$ cat config.mk
export PLATFORM = sky130hd
export DESIGN_NAME = fifo_param
export DESIGN_NICKNAME = d
export VERILOG_FILES = /design/src/rtl/fifo_pkg.sv /design/src/rtl/fifo_ram.sv /design/src/rtl/fifo_param.sv
export SDC_FILE = /design/constraint.sdc
export NUM_CORES = 1
export LEC_CHECK = 0
export ABC_AREA = 1
export BUFFER_PORTS_ARGS = -buffer_cell sky130_fd_sc_hd__buf_2
export CORE_ASPECT_RATIO = 2
export CORE_MARGIN = 5
export CORE_UTILIZATION = 58
export CTS_BUF_LIST = sky130_fd_sc_hd__clkbuf_8
export CTS_CLUSTER_DIAMETER = 40
export DETAILED_ROUTE_END_ITERATION = 16
export HOLD_SLACK_MARGIN = 0.1
export PLACE_DENSITY = 0.76
export SETUP_SLACK_MARGIN = 0.02
export SYNTH_ARGS = -nofsm -noshare
export SYNTH_HDL_FRONTEND = slang
export SYNTH_SLANG_ARGS = --single-unit
$ cat constraint.sdc
create_clock -name clk -period 3.2 [get_ports clk]
set_clock_uncertainty 0.1 [all_clocks]
set_input_delay 0.16 -clock clk [delete_from_list [all_inputs] [get_ports clk]]
set_output_delay 0.16 -clock clk [all_outputs]
set_load 0.01 [all_outputs]
$ cat src/rtl/fifo_pkg.sv
// Shared constants and helpers for the parametrised FIFO.
package fifo_pkg;

   localparam int FIFO_MODE_FWFT = 1;
   localparam int FIFO_MODE_REG  = 0;

   function automatic int fifo_cnt_w(input int depth);
      return $clog2(depth) + 1;
   endfunction

endpackage

$ cat src/rtl/fifo_ram.sv
// Simple dual-port storage: synchronous write, asynchronous read.
module fifo_ram #(
   parameter int WIDTH = 8,
   parameter int DEPTH = 16
) (
   input  logic                     clk,
   input  logic                     we,
   input  logic [$clog2(DEPTH)-1:0] waddr,
   input  logic [WIDTH-1:0]         wdata,
   input  logic [$clog2(DEPTH)-1:0] raddr,
   output logic [WIDTH-1:0]         rdata
);

   logic [WIDTH-1:0] mem [DEPTH];

   always_ff @(posedge clk) begin
      if (we) mem[waddr] <= wdata;
   end

   assign rdata = mem[raddr];

endmodule

$ cat src/rtl/fifo_param.sv
// Parametrised single-clock FIFO with occupancy flags, sticky errors
// and a selectable fall-through or registered read port.
module fifo_param
   import fifo_pkg::*;
#(
   parameter int WIDTH      = 8,
   parameter int DEPTH      = 16,
   parameter int AF_LEVEL   = DEPTH - 1,
   parameter int AE_LEVEL   = 1,
   parameter int FWFT       = FIFO_MODE_FWFT,
   parameter int ADDR_WIDTH = $clog2(DEPTH)
) (
   input  logic                  clk,
   input  logic                  rst,
   input  logic                  wr_en,
   input  logic [WIDTH-1:0]      wdata,
   input  logic                  rd_en,
   output logic [WIDTH-1:0]      rdata,
   output logic                  rd_valid,
   output logic                  empty,
   output logic                  full,
   output logic                  almost_empty,
   output logic                  almost_full,
   output logic [ADDR_WIDTH:0]   count,
   output logic                  overflow,
   output logic                  underflow,
   input  logic                  clr_err
);

   localparam int CW = fifo_cnt_w(DEPTH);

   if ((DEPTH < 2) || ((DEPTH & (DEPTH - 1)) != 0)) begin : g_chk_depth
      $error("fifo_param: DEPTH must be a power of 2 and >= 2");
   end
   if ((AF_LEVEL < 1) || (AF_LEVEL > DEPTH)) begin : g_chk_af
      $error("fifo_param: AF_LEVEL out of range 1..DEPTH");
   end
   if ((AE_LEVEL < 0) || (AE_LEVEL > DEPTH - 1)) begin : g_chk_ae
      $error("fifo_param: AE_LEVEL out of range 0..DEPTH-1");
   end

   logic [ADDR_WIDTH-1:0] waddr_q, waddr_d;
   logic [ADDR_WIDTH-1:0] raddr_q, raddr_d;
   logic [CW-1:0]         count_q, count_d;
   logic                  ovf_q, ovf_d;
   logic                  udf_q, udf_d;
   logic                  wr_ok, rd_ok;
   logic [WIDTH-1:0]      ram_rdata;

   assign empty        = (count_q == '0);
   assign full         = (count_q == CW'(DEPTH));
   assign almost_empty = (count_q <= CW'(AE_LEVEL));
   assign almost_full  = (count_q >= CW'(AF_LEVEL));
   assign count        = count_q;
   assign overflow     = ovf_q;
   assign underflow    = udf_q;

   // A full FIFO still takes a write when the same edge pops the head.
   assign wr_ok = wr_en & (!full | rd_en);
   assign rd_ok = rd_en & !empty;

   always_comb begin
      waddr_d = waddr_q;
      raddr_d = raddr_q;
      count_d = count_q + CW'(wr_ok) - CW'(rd_ok);
      ovf_d   = ovf_q & !clr_err;
      udf_d   = udf_q & !clr_err;
      if (wr_ok) waddr_d = waddr_q + 1'b1;
      if (rd_ok) raddr_d = raddr_q + 1'b1;
      if (wr_en & !wr_ok) ovf_d = 1'b1;
      if (rd_en & empty)  udf_d = 1'b1;
   end

   always_ff @(posedge clk) begin
      if (rst) begin
         waddr_q <= '0;
         raddr_q <= '0;
         count_q <= '0;
         ovf_q   <= 1'b0;
         udf_q   <= 1'b0;
      end else begin
         waddr_q <= waddr_d;
         raddr_q <= raddr_d;
         count_q <= count_d;
         ovf_q   <= ovf_d;
         udf_q   <= udf_d;
      end
   end

   fifo_ram #(
      .WIDTH (WIDTH),
      .DEPTH (DEPTH)
   ) u_ram (
      .clk   (clk),
      .we    (wr_ok),
      .waddr (waddr_q),
      .wdata (wdata),
      .raddr (raddr_q),
      .rdata (ram_rdata)
   );

   if (FWFT == FIFO_MODE_FWFT) begin : g_fwft
      assign rdata    = empty ? '0 : ram_rdata;
      assign rd_valid = !empty;
   end else begin : g_reg
      logic [WIDTH-1:0] rdata_q;
      logic             rd_valid_q;

      always_ff @(posedge clk) begin
         if (rst) begin
            rdata_q    <= '0;
            rd_valid_q <= 1'b0;
         end else begin
            rd_valid_q <= rd_ok;
            if (rd_ok) rdata_q <= ram_rdata;
         end
      end

      assign rdata    = rdata_q;
      assign rd_valid = rd_valid_q;
   end

endmodule

==> results of run 1 <==
-- synthesized netlist by cell type, types with 4 or more instances --
master	instances	area, um^2
o21ai_0	8	40.0
edfxtp_1	128	3840
inv_1	25	93.8
nor2_1	24	90.1
a21oi_1	21	105
dfxtp_1	19	380
buf_2	12	60.1
ha_1	17	213
nand3_1	105	526
nand2_1	178	668
buf_6	4	45.0
-- power groups by stage --
stage / sequential, mW / clock [mW] / combinational [mW]
after floorplan: 2.29 / 0 / 0.995
after global placement: 2.30 / 0 / 1.41
after detailed placement: 2.31 / 0 / 1.44
after CTS: 2.26 / 1.62 / 1.47
after global routing: 2.27 / 1.70 / 1.67
final: 2.26 / 1.59 / 1.49
-- worst register-to-register path, cell delays in order, from the launching register on --
cell and delay, ns:
dfxtp_1 0.36, inv_1 0.14, ha_1 0.19, inv_1 0.07
nor3_2 0.16, nand2_1 0.14, nand2_2 0.15, inv_1 0.11
ha_1 0.28, inv_1 0.06, ha_1 0.15, inv_1 0.05
fa_1 0.41, o31ai_2 0.22, o21ai_0 0.11, a21oi_1 0.11
-- kinds of logic after synthesis --
kind of cell | Yosys count | share of synthesized area
simple gates | 314 | 0.212
buf+inv | 53 | 0.0461
xor+xnor | 4 | 0.00559
flops | 147 | 0.674
fa+ha+maj | 18 | 0.0371
compound gates | 31 | 0.0251
-- per-layer routing --
metal | routed length (um) | vias to the layer above | part of all wire | track usage
li1 | - | 2039 | - | -
met1 | 4960 | 2050 | 0.34 | 0.234
met2 | 7940 | 195 | 0.55 | 0.438
met3 | 728 | 57 | 0.050 | 0.0435
met4 | 942 | 0 | 0.065 | 0.166
met5 | 0 | - | 0 | 0
-- area by class of cell --
| cell class | count | area (um^2) | area share |
|---|---|---|---|
| inverters | 28 | 105 | 0.0149 |
| well taps | 137 | 171 | 0.0243 |
| clock inverters | 15 | 213 | 0.0302 |
| clock buffers | 17 | 234 | 0.0332 |
| repair buffers | 51 | 335 | 0.0476 |
| flip-flops and latches | 147 | 4230 | 0.600 |
| multi-input cells | 367 | 1760 | 0.250 |
-- path summary, 6_finish.rpt --
| kind | endpoint | slack (ns) | depth (start not counted) |
|---|---|---|---|
| min | waddr_q[3] | 0.41 | 2 |
| min reg2reg | waddr_q[3] | 0.41 | 2 |
| max | count[4] | 0.34 | 15 |
| max reg2reg | count[4] | 0.34 | 15 |
-- repair_timing --
| action | 4_1_cts | 5_1_grt |
|---|---|---|
| endpoints found under the setup margin | 0 | 1 |
| resized for setup | 0 | 2 |
| endpoints found under the hold margin | 140 | 0 |
| hold buffers | 13 | 0 |
| setup buffers | 0 | 0 |
-- metrics by stage --
step / instances / hold slack, ns
4_1_cts: 762 / 0.405
3_5_place_dp: 717 / 0.337
3_3_place_gp: 717 / 0.324
5_1_grt: 762 / 0.432
6_report: 762 / 0.405
2_1_floorplan: 567 / 0.159
-- registers in the layout, indices dropped and copies added, names as in the netlist, named ones only --
| register | count |
|---|---|
| underflow | 1 |
| count | 5 |
| raddr_q | 4 |
| overflow | 1 |
| waddr_q | 4 |
| u_ram.mem | 128 |
==> metrics.csv, run 1 <==
metric,value,unit
post-synthesis cell area,0.00627,mm^2
Worst Path Required,3.48,ns
Inserted Clock Buffers,17,
vias in the first global route,4437,
"CP delay by family, top",adder cells,
nets,643,
Ant. Diodes,0,
routed length per placed instance,19.1,um
highest clock rate,350,MHz
row cnt,53,
yosys warns,0,
synth unique cells,27,
final WL,14600,um
clock buffer depth,2,
Crit Path Max Fanout,7,
final hold vios,0,
layout cells sized above 1,0.120,
synthesized area per cell,11.1,um^2
total power,5.34,mW
P_sw,1.76,mW
placed cell areas,0.00646,mm^2
CP Capture Type,register,
"most common cell after layout, fill and taps aside",nand2_1,
Synth Instances,567,
CP Class,register to register,
setup TNS,0,ns
Filler cells,759,
Clock Latency Late Sink,0.44,ns
drt first pass iters,5,
worst slew pin tran,0.991,ns
Die W,83.5,um
global-route wire length before repair,22800,um
clock share of power,0.298,
Pwr Density,758,mW/mm^2
RSZ-0062 raised after global routing,no,
"commonest non-fill, non-tap cells in the layout","nand2_1, edfxtp_1, nand3_1",
Layout area overhead,12.4,%
"Top FF cell, synth",edfxtp_1,
initial antenna violation count,0,
clock input transition at the sequential cells of the worst setup and hold paths,0.08,ns
DPL Wire Length,10000,um
Final Max Tran Viols,0,
P_leak,2.70,nW
"Cell Chain, Critical Path","inv_1, ha_1, inv_1, nor3_2, nand2_1, nand2_2, inv_1, ha_1, inv_1, ha_1, inv_1, fa_1, o31ai_2, o21ai_0, a21oi_1",
ys async rst share,0,
"EDFF count, synth",128,
# clock sinks,147,
root buf cell,clkbuf_8,
RR Startpoint,count[2],
syn nets,598,
Initial Utilization,0.595,
Avg Vias per Cell,5.70,
period utilization,0.893,
CP max-delay cell,fa_1,
relative slew slack,0.338,
Core Box Area,0.0105,mm^2
status,"finished, final reports clean",
Hold Startpoint,waddr_q[3],
Top-Level Pins,33,
WP buf/inv,5,
sequential fraction of the synthesis area,0.674,
Worst EP arrival,3.14,ns
crit path launch type,register,
Final WS setup,0.342,ns
# Max-Cap Violations,0,
number of DRC markers after the initial detailed-route iteration,315,
Buffers on Ports,32,
largest net degree at the start of global routing,65,
final period demand of the worst path,2.86,ns
drt drc,0,
Worst Hold Class,register to register,
fin area,0.00705,mm^2
All-Layer GR Usage,0.236,
"Top cell by count, worst path",inv_1,
CTS tree,built,
Seq cells post-synth,147,
Net Sw Frac,0.330,
Die Span Y,157,um
htree depth,4,
Seq pwr share,0.423,
pre-CTS WS,0.250,ns
post-layout util,0.668,
Final Setup Violations,0,
CP startpoint,count[2],
Logic pwr share,0.279,
Final Wtd Congestion,0.953,
post-route ant nets,0,
total grt overflow,0,
vias post-DR,4341,
largest stage delay on the critical path,0.41,ns
Power Internal,3.58,mW
maximum vdd ir drop,588,uV
DIE AREA,0.0131,mm^2
Power figures use the tool's default switching activity.
==> inputs of run 2 (changes only) <==
==> constraint.sdc (replaced) <==
create_clock -name clk -period 3.6 [get_ports clk]
set_clock_uncertainty 0.1 [all_clocks]
set_input_delay 0.18 -clock clk [delete_from_list [all_inputs] [get_ports clk]]
set_output_delay 0.18 -clock clk [all_outputs]
set_load 0.01 [all_outputs]
==> metrics.csv, run 2 (synthesis results as in run 1) <==
metric,value,unit,change
status,"finished, final reports clean",,
largest net degree at the start of global routing,65,,unchanged
setup TNS,0,ns,unchanged
period utilization,0.826,,-0.0674
Top Usage Layer GRT,met2,,
DIE AREA,0.0131,mm^2,unchanged
Power Internal,2.96,mW,-17%
Crit Path Max Fanout,7,,unchanged
"Most flops, register",u_ram.mem,,
Die Span Y,157,um,unchanged
Buffers on Ports,32,,unchanged
post-route ant nets,0,,unchanged
Logic pwr share,0.293,,+0.014
RSZ-0062 raised after global routing,no,,
Worst Hold Class,register to register,,
crit path launch type,register,,
initial antenna violation count,0,,unchanged
Layout Cells excl Fill,762,,unchanged
flop2flop setup slack,0.63,ns,+0.29 ns
maximum vdd ir drop,504,uV,-14%
Worst EP arrival,3.25,ns,+0.11 ns
vias in the first global route,4340,,-2.2%
drt first pass iters,9,,+4
P_sw,1.57,mW,-11%
pre-CTS WS,0.673,ns,+0.423 ns
Final WS setup,0.627,ns,+0.286 ns
RR Startpoint,count[2],,
Final Wtd Congestion,0.992,,+4.2%
Initial Utilization,0.595,,unchanged
CP Class,register to register,,
relative slew slack,0.301,,-0.0371
Worst Path Required,3.88,ns,+0.40 ns
Ant. Diodes,0,,unchanged
layout cells sized above 1,0.114,,-0.00640
clock input transition at the sequential cells of the worst setup and hold paths,0.07,ns,about the same
Net Sw Frac,0.346,,+0.0157
Filler cells,785,,+3.4%
fin area,0.00697,mm^2,-1.0%
Post-CTS Setup Inserts,0,,unchanged
worst slew pin tran,1.05,ns,+0.0568 ns
Final Setup Violations,0,,unchanged
"most common cell after layout, fill and taps aside",nand2_1,,
CP Capture Type,register,,
final period demand of the worst path,2.97,ns,+0.114 ns
vias post-DR,4296,,-1.0%
M1 GR Usage,0.233,,-0.000630
root buf cell,clkbuf_8,,
drt drc,0,,unchanged
Seq pwr share,0.443,,+0.020
Pwr Density,650,mW/mm^2,-14%
clock share of power,0.264,,-0.034
htree depth,4,,unchanged
final hold vios,0,,unchanged
Die W,83.5,um,unchanged
post-CTS sizing,0,,unchanged
Hold Startpoint,overflow,,
routed length per placed instance,19.2,um,+0.53%
Final Max Tran Viols,0,,unchanged
CP startpoint,count[2],,
row cnt,53,,unchanged
max reg flops,128,,unchanged
number of DRC markers after the initial detailed-route iteration,396,,+26%
DPL Wire Length,10000,um,about the same
GR Util met2,0.443,,+0.00498
CTS tree,built,,
total grt overflow,0,,unchanged
# Max-Cap Violations,0,,unchanged
Layout area overhead,11.2,%,
final WL,14600,um,+0.53%
# clock sinks,147,,unchanged
Hold Buf Count CTS,14,,+1
All-Layer GR Usage,0.234,,-0.00155
placed insts,716,,-0.14%
post-layout util,0.661,,-0.00700
Top-Level Pins,33,,unchanged
Inserted Clock Buffers,17,,unchanged
P_leak,2.68,nW,-0.86%
Avg Vias per Cell,5.64,,-1.0%
nets,643,,unchanged
highest clock rate,336,MHz,-3.9%
placed cell areas,0.00645,mm^2,-0.12%
Core Box Area,0.0105,mm^2,unchanged
clock buffer depth,2,,unchanged
"commonest non-fill, non-tap cells in the layout","nand2_1, edfxtp_1, nand3_1",,
met3 Use GR,0.0424,,-0.00105
global-route wire length before repair,22600,um,-1.1%
total power,4.53,mW,-15%
Clock Latency Late Sink,0.44,ns,about the same
worst hold margin,0.419,ns,+0.0133 ns
run 2: worst max-delay path: stages (launching register included):
cell     delay, ns
dfxtp_1       0.36
inv_1         0.14
ha_1          0.19
inv_1         0.07
nor3_2        0.14
nand2_1       0.12
nand2_1       0.19
inv_1         0.13
ha_1          0.28
inv_1         0.06
ha_1          0.17
inv_1         0.06
fa_1          0.40
o31ai_1       0.28
o21ai_0       0.12
a21oi_1       0.11
run 2: routing by layer:
| layer | part of all wire | routed length [um] |
|---|---|---|
| met4 | 0.063 | 929 |
| met1 | 0.33 | 4840 |
| met3 | 0.054 | 788 |
| met5 | 0 | 0 |
| met2 | 0.55 | 8080 |
run 2: path summary, 6_finish.rpt:
kind,to,cells past startpoint
max,count[4],15
min,overflow,2
max reg2reg,count[4],15
min reg2reg,overflow,2
run 2: layout make-up:
type | instances | area [um^2] | share of cell area
clock buffer | 17 | 234 | 0.0336
clock inverter | 15 | 144 | 0.0206
inverter | 28 | 105 | 0.0151
multi-input combinational | 367 | 1760 | 0.252
sequential | 147 | 4230 | 0.606
tap | 137 | 171 | 0.0246
timing repair buffer | 51 | 338 | 0.0484
run 2: power by group through the flow:
stage | clock network [mW] | logic, mW | registers (mW)
2_1_floorplan | 0 | 0.885 | 2.04
6_report | 1.20 | 1.33 | 2.01
3_5_place_dp | 0 | 1.30 | 2.04
4_1_cts | 1.21 | 1.32 | 2.00
3_3_place_gp | 0 | 1.26 | 2.03
5_1_grt | 1.29 | 1.48 | 2.01
